[config.mk]
export PLATFORM = sky130hd
export DESIGN_NAME = div_issue_ctrl
export DESIGN_NICKNAME = d
export VERILOG_FILES = /design/src/rtl/div_issue_ctrl.sv
export SDC_FILE = /design/constraint.sdc
export NUM_CORES = 1
export LEC_CHECK = 0
export ABC_AREA = 0
export BUFFER_PORTS_ARGS = -buffer_cell sky130_fd_sc_hd__buf_2
export CAP_MARGIN = 20
export CORE_AREA = 4 4 130 132
export DETAILED_ROUTE_END_ITERATION = 6
export DIE_AREA = 0 0 134 136
export PLACE_DENSITY = 0.77
export SETUP_SLACK_MARGIN = 0.05
export SYNTH_ARGS = -nofsm -noshare
export SYNTH_HDL_FRONTEND = slang
export SYNTH_SLANG_ARGS = --single-unit
[constraint.sdc]
create_clock -name clk -period 2.8 [get_ports clk]
set_input_delay 0.28 -clock clk [delete_from_list [all_inputs] [get_ports clk]]
set_output_delay 0.28 -clock clk [all_outputs]
set_load 0.005 [all_outputs]
[src/rtl/div_issue_ctrl.sv]
// EX-stage issue controller for the shared signed/unsigned divider IPs.
// Sequences one op at a time, holds the result for EX and drains cancelled ops.
module div_issue_ctrl #(
  parameter int unsigned W = 32
) (
  input  logic           clk,
  input  logic           rst,
  input  logic           flush,
  input  logic           req_valid,
  output logic           req_ready,
  input  logic           req_signed,
  input  logic [W-1:0]   req_dividend,
  input  logic [W-1:0]   req_divisor,
  output logic           resp_valid,
  input  logic           resp_ready,
  output logic [W-1:0]   resp_quot,
  output logic [W-1:0]   resp_rem,
  output logic           busy,
  output logic           s_tvalid,
  input  logic           s_dvd_tready,
  input  logic           s_dvs_tready,
  output logic           u_tvalid,
  input  logic           u_dvd_tready,
  input  logic           u_dvs_tready,
  output logic [W-1:0]   ip_dividend,
  output logic [W-1:0]   ip_divisor,
  input  logic           s_out_tvalid,
  input  logic [2*W-1:0] s_out_tdata,
  input  logic           u_out_tvalid,
  input  logic [2*W-1:0] u_out_tdata
);

  typedef enum logic [2:0] {IDLE, SEND, WAIT, DONE, DRAIN} state_t;

  state_t         state;
  logic           sel_signed;
  logic           dvd_done;
  logic           dvs_done;
  logic [W-1:0]   dvd_q;
  logic [W-1:0]   dvs_q;
  logic [W-1:0]   quot_q;
  logic [W-1:0]   rem_q;

  logic           sending;
  logic           dvd_rdy;
  logic           dvs_rdy;
  logic           dvd_nxt;
  logic           dvs_nxt;
  logic           out_v;
  logic [2*W-1:0] out_d;
  logic           accept;

  // A drained op keeps driving whichever channel the IP has not yet taken.
  assign sending = (state == SEND) || ((state == DRAIN) && !(dvd_done && dvs_done));
  assign dvd_rdy = sel_signed ? s_dvd_tready : u_dvd_tready;
  assign dvs_rdy = sel_signed ? s_dvs_tready : u_dvs_tready;
  assign dvd_nxt = dvd_done || (sending && dvd_rdy);
  assign dvs_nxt = dvs_done || (sending && dvs_rdy);
  assign out_v   = sel_signed ? s_out_tvalid : u_out_tvalid;
  assign out_d   = sel_signed ? s_out_tdata : u_out_tdata;
  assign accept  = req_valid && req_ready;

  assign req_ready   = (state == IDLE) && !flush;
  assign resp_valid  = (state == DONE);
  assign busy        = (state != IDLE);
  assign s_tvalid    = sending && sel_signed;
  assign u_tvalid    = sending && !sel_signed;
  assign ip_dividend = dvd_q;
  assign ip_divisor  = dvs_q;
  assign resp_quot   = quot_q;
  assign resp_rem    = rem_q;

  always_ff @(posedge clk) begin
    if (rst) begin
      state      <= IDLE;
      sel_signed <= 1'b0;
      dvd_done   <= 1'b0;
      dvs_done   <= 1'b0;
      dvd_q      <= '0;
      dvs_q      <= '0;
      quot_q     <= '0;
      rem_q      <= '0;
    end else begin
      case (state)
        IDLE: begin
          if (accept) begin
            dvd_q      <= req_dividend;
            dvs_q      <= req_divisor;
            sel_signed <= req_signed;
            dvd_done   <= 1'b0;
            dvs_done   <= 1'b0;
            state      <= SEND;
          end
        end
        SEND: begin
          dvd_done <= dvd_nxt;
          dvs_done <= dvs_nxt;
          // Any channel taken by the IP (even this cycle) must be completed.
          if (flush)                 state <= (dvd_nxt || dvs_nxt) ? DRAIN : IDLE;
          else if (dvd_nxt && dvs_nxt) state <= WAIT;
        end
        WAIT: begin
          // A result arriving with the flush is simply dropped.
          if (flush) state <= out_v ? IDLE : DRAIN;
          else if (out_v) begin
            quot_q <= out_d[2*W-1:W];
            rem_q  <= out_d[W-1:0];
            state  <= DONE;
          end
        end
        DONE: begin
          if (flush || resp_ready) state <= IDLE;
        end
        DRAIN: begin
          dvd_done <= dvd_nxt;
          dvs_done <= dvs_nxt;
          if (out_v) state <= IDLE;
        end
        default: state <= IDLE;
      endcase
    end
  end

endmodule

==> impl_metrics.yaml <==
sta:
  hold_viol: 0
  tightest_slew_ns: 0.762
  maxSlewHeadroom: 0.492
  period_share: 0.739
  report.final.slew_viol_count: 0
  min_period_ns: 2.07
  finClkSkew_ns: 0.0118
  rsz0062_at_grt: "false"
  fin_setup_tns_ns: 0
  setup_viol: 0
  fmax_ghz: 0.483
  worst_slack_ns: 0.730
floorplan:
  rows: 46
  fp.dieW_um: 134
  die_area_um2: 18200
  io_pins: 337
  core_area_um2: 15700
  initial_utilization: 0.349
  die_h_um: 136
min_path:
  min_from: "req_dividend[31]"
  hold_depth: 3
  hold_path_end: "ip_dividend[31]"
  hp-class: "in -> reg"
global_route:
  track_usage: 0.173
  grt_max_degree: 129
  overflow: 0
  grt_pass1_wl_um: 25600
  grt_pass1_vias: 5217
  antenna_found_initial: 1
cts:
  cts_max_level: 4
  clock-root-buffer: "clkbuf_16"
  clock_sinks: 134
  numCtsBuffers: 17
  path_clk_slew_ns: 0.06
  tritoncts: "yes"
  post_cts_buffers: 0
  post_cts_resize_count: 0
  insertion_delay_ns: 0.41
  ctsHoldBuffers: 0
  clk_path_buf_depth: 2
finish:
  multiInputGateArea_um2: 2540
  drive_gt1_frac: 0.401
  final_cell_mix: "buf_2, dfxtp_1, nand2_1"
  syn_to_final_growth_pct: 43.4
  register_area_um2: 2690
  final_common_cell: "buf_2"
  antenna_cells: 0
  stdcell_area_um2: 7870
  fill_cells: 1490
  fin_nets: 1140
  final_util: 0.501
yosys:
  synth_cells: 630
  netlist_top_cells_area: "dfxtp_1, mux2i_1, nand2_1, a211oi_1, a21oi_1"
  ys_ff_latch: 134
  seq_area_frac_synth: 0.489
  yosysUniqueCellTypes: 35
  syn_area_um2: 5490
  ys.flop_type: "dfxtp_1"
  synth_area_per_cell_um2: 8.71
  synthArstFlopShare: 0
  synthesis.nets: 834
  synth_edf_count: 0
  ys_warn_count: 0
  yosys.area.top_type: "dfxtp_1"
  synth_top_area_frac: 0.489
place:
  place_hpwl_um: 12200
  place_ws_ns: 0.814
  portBuffers: 336
  placed_area_um2: 7280
  gp_congestion: 0.776
power_and_ir_drop:
  max-vdd-ir-drop_mv: 0.422
  p_leak_nw: 3.46
  power_density_nw_per_um2: 671
  power.total_mw: 5.28
worst_setup_path:
  end_kind: "flop"
  r2r_slack_ns: 0.73
  rr_worst_depth: 5
  worstReg2RegEnd: "resp_quot[28]"
  critPathLaunchType: "flop"
  worstPathRequired_ns: 3.12
  critPathKind: "reg -> reg"
  path_max_fanout: 128
  critical_path_arrival_ns: 2.39
  regToRegStartpoint: "state[1]"
detailed_routing:
  vias: 5489
  routed_via_density: 4.71
  drcViolationCount: 0
  first_iter_violations: 188
  post_drt_wl_per_cell_um: 14.1
  first_pass_iters: 4
  wl_um: 16400
  final_antenna_net_count: 0
outcome:
  status: "finished, final reports clean"
run:
  maxCapViolations: 0
-- critical path, stage by stage, from the launching register on --
cell and delay [ns]:
dfxtp_1 0.57, nand2b_1 0.16, nor4_2 0.36, buf_12 0.38, nor2_1 0.09, a211oi_1 0.25
-- where the power goes --
part           switching, mW  internal (mW)
Clock                  0.864           1.32
Combinational          0.509          0.440
Sequential            0.0989           2.05
Total                   1.47           3.81
-- cell usage after synthesis (2+ instances only) --
| master | n |
|---|---|
| a211oi_1 | 65 |
| a21oi_1 | 68 |
| a22oi_1 | 2 |
| and2_1 | 2 |
| buf_1 | 3 |
| buf_2 | 16 |
| buf_4 | 6 |
| buf_6 | 2 |
| clkbuf_1 | 28 |
| dfxtp_1 | 134 |
| inv_1 | 2 |
| mux2i_1 | 65 |
| nand2_1 | 133 |
| nand2b_1 | 4 |
| nand3b_1 | 3 |
| nor2_1 | 71 |
| nor2b_1 | 2 |
| nor3_1 | 3 |
| nor3b_1 | 3 |
| o21ai_0 | 2 |
| or4b_1 | 2 |
-- worst max path at each step --
stage,start,end,slack [ns],cells past startpoint
4_1_cts,state[2],s_tvalid,0.76,5
3_3_place_gp,state[2],ip_dividend[27],0.82,5
2_1_floorplan,sel_signed,state[1],1.18,6
3_5_place_dp,state[1],resp_quot[6],0.81,5
6_report,state[1],resp_quot[28],0.73,5
5_1_grt,state[1],resp_quot[19],0.59,5
-- cell type report --
class	instances	area share
Timing Repair Buffer	342	0.226
Multi-Input combinational cell	439	0.323
Inverter	2	0.000955
Tap cell	216	0.0344
Clock inverter	14	0.0192
Sequential cell	134	0.342
Clock buffer	18	0.0546
-- registers in the layout, summed over array words and instances (netlist names) --
name / flops
ip_dividend: 32
ip_divisor: 32
resp_quot: 32
resp_rem: 32
state: 3
dvd_done: 1
dvs_done: 1
sel_signed: 1
-- per-layer routing --
metal	vias to the layer above	wire length (um)	GRT usage	share of wire
li1	2800	-	-	-
met1	2427	6780	0.203	0.41
met2	234	7860	0.293	0.48
met3	26	1440	0.0600	0.087
met4	2	345	0.0640	0.021
met5	-	8	0	0.00049
-- kinds of logic after synthesis --
logic type	synth area share
AND/OR/NAND/NOR	0.171
AO/OA/AOI/OAI	0.167
flip-flops	0.489
multiplexers	0.123
buffers and inverters	0.0495
-- per-stage QoR --
| stage | std cells | hold WS (ns) |
|---|---|---|
| finish | 1165 | 0.103 |
| global route | 1165 | 0.0873 |
| CTS | 1165 | 0.0817 |
| detailed placement | 1133 | 0.443 |
| global placement | 1133 | 0.438 |
| floorplan | 630 | 0.416 |
Power figures use the tool's default switching activity.
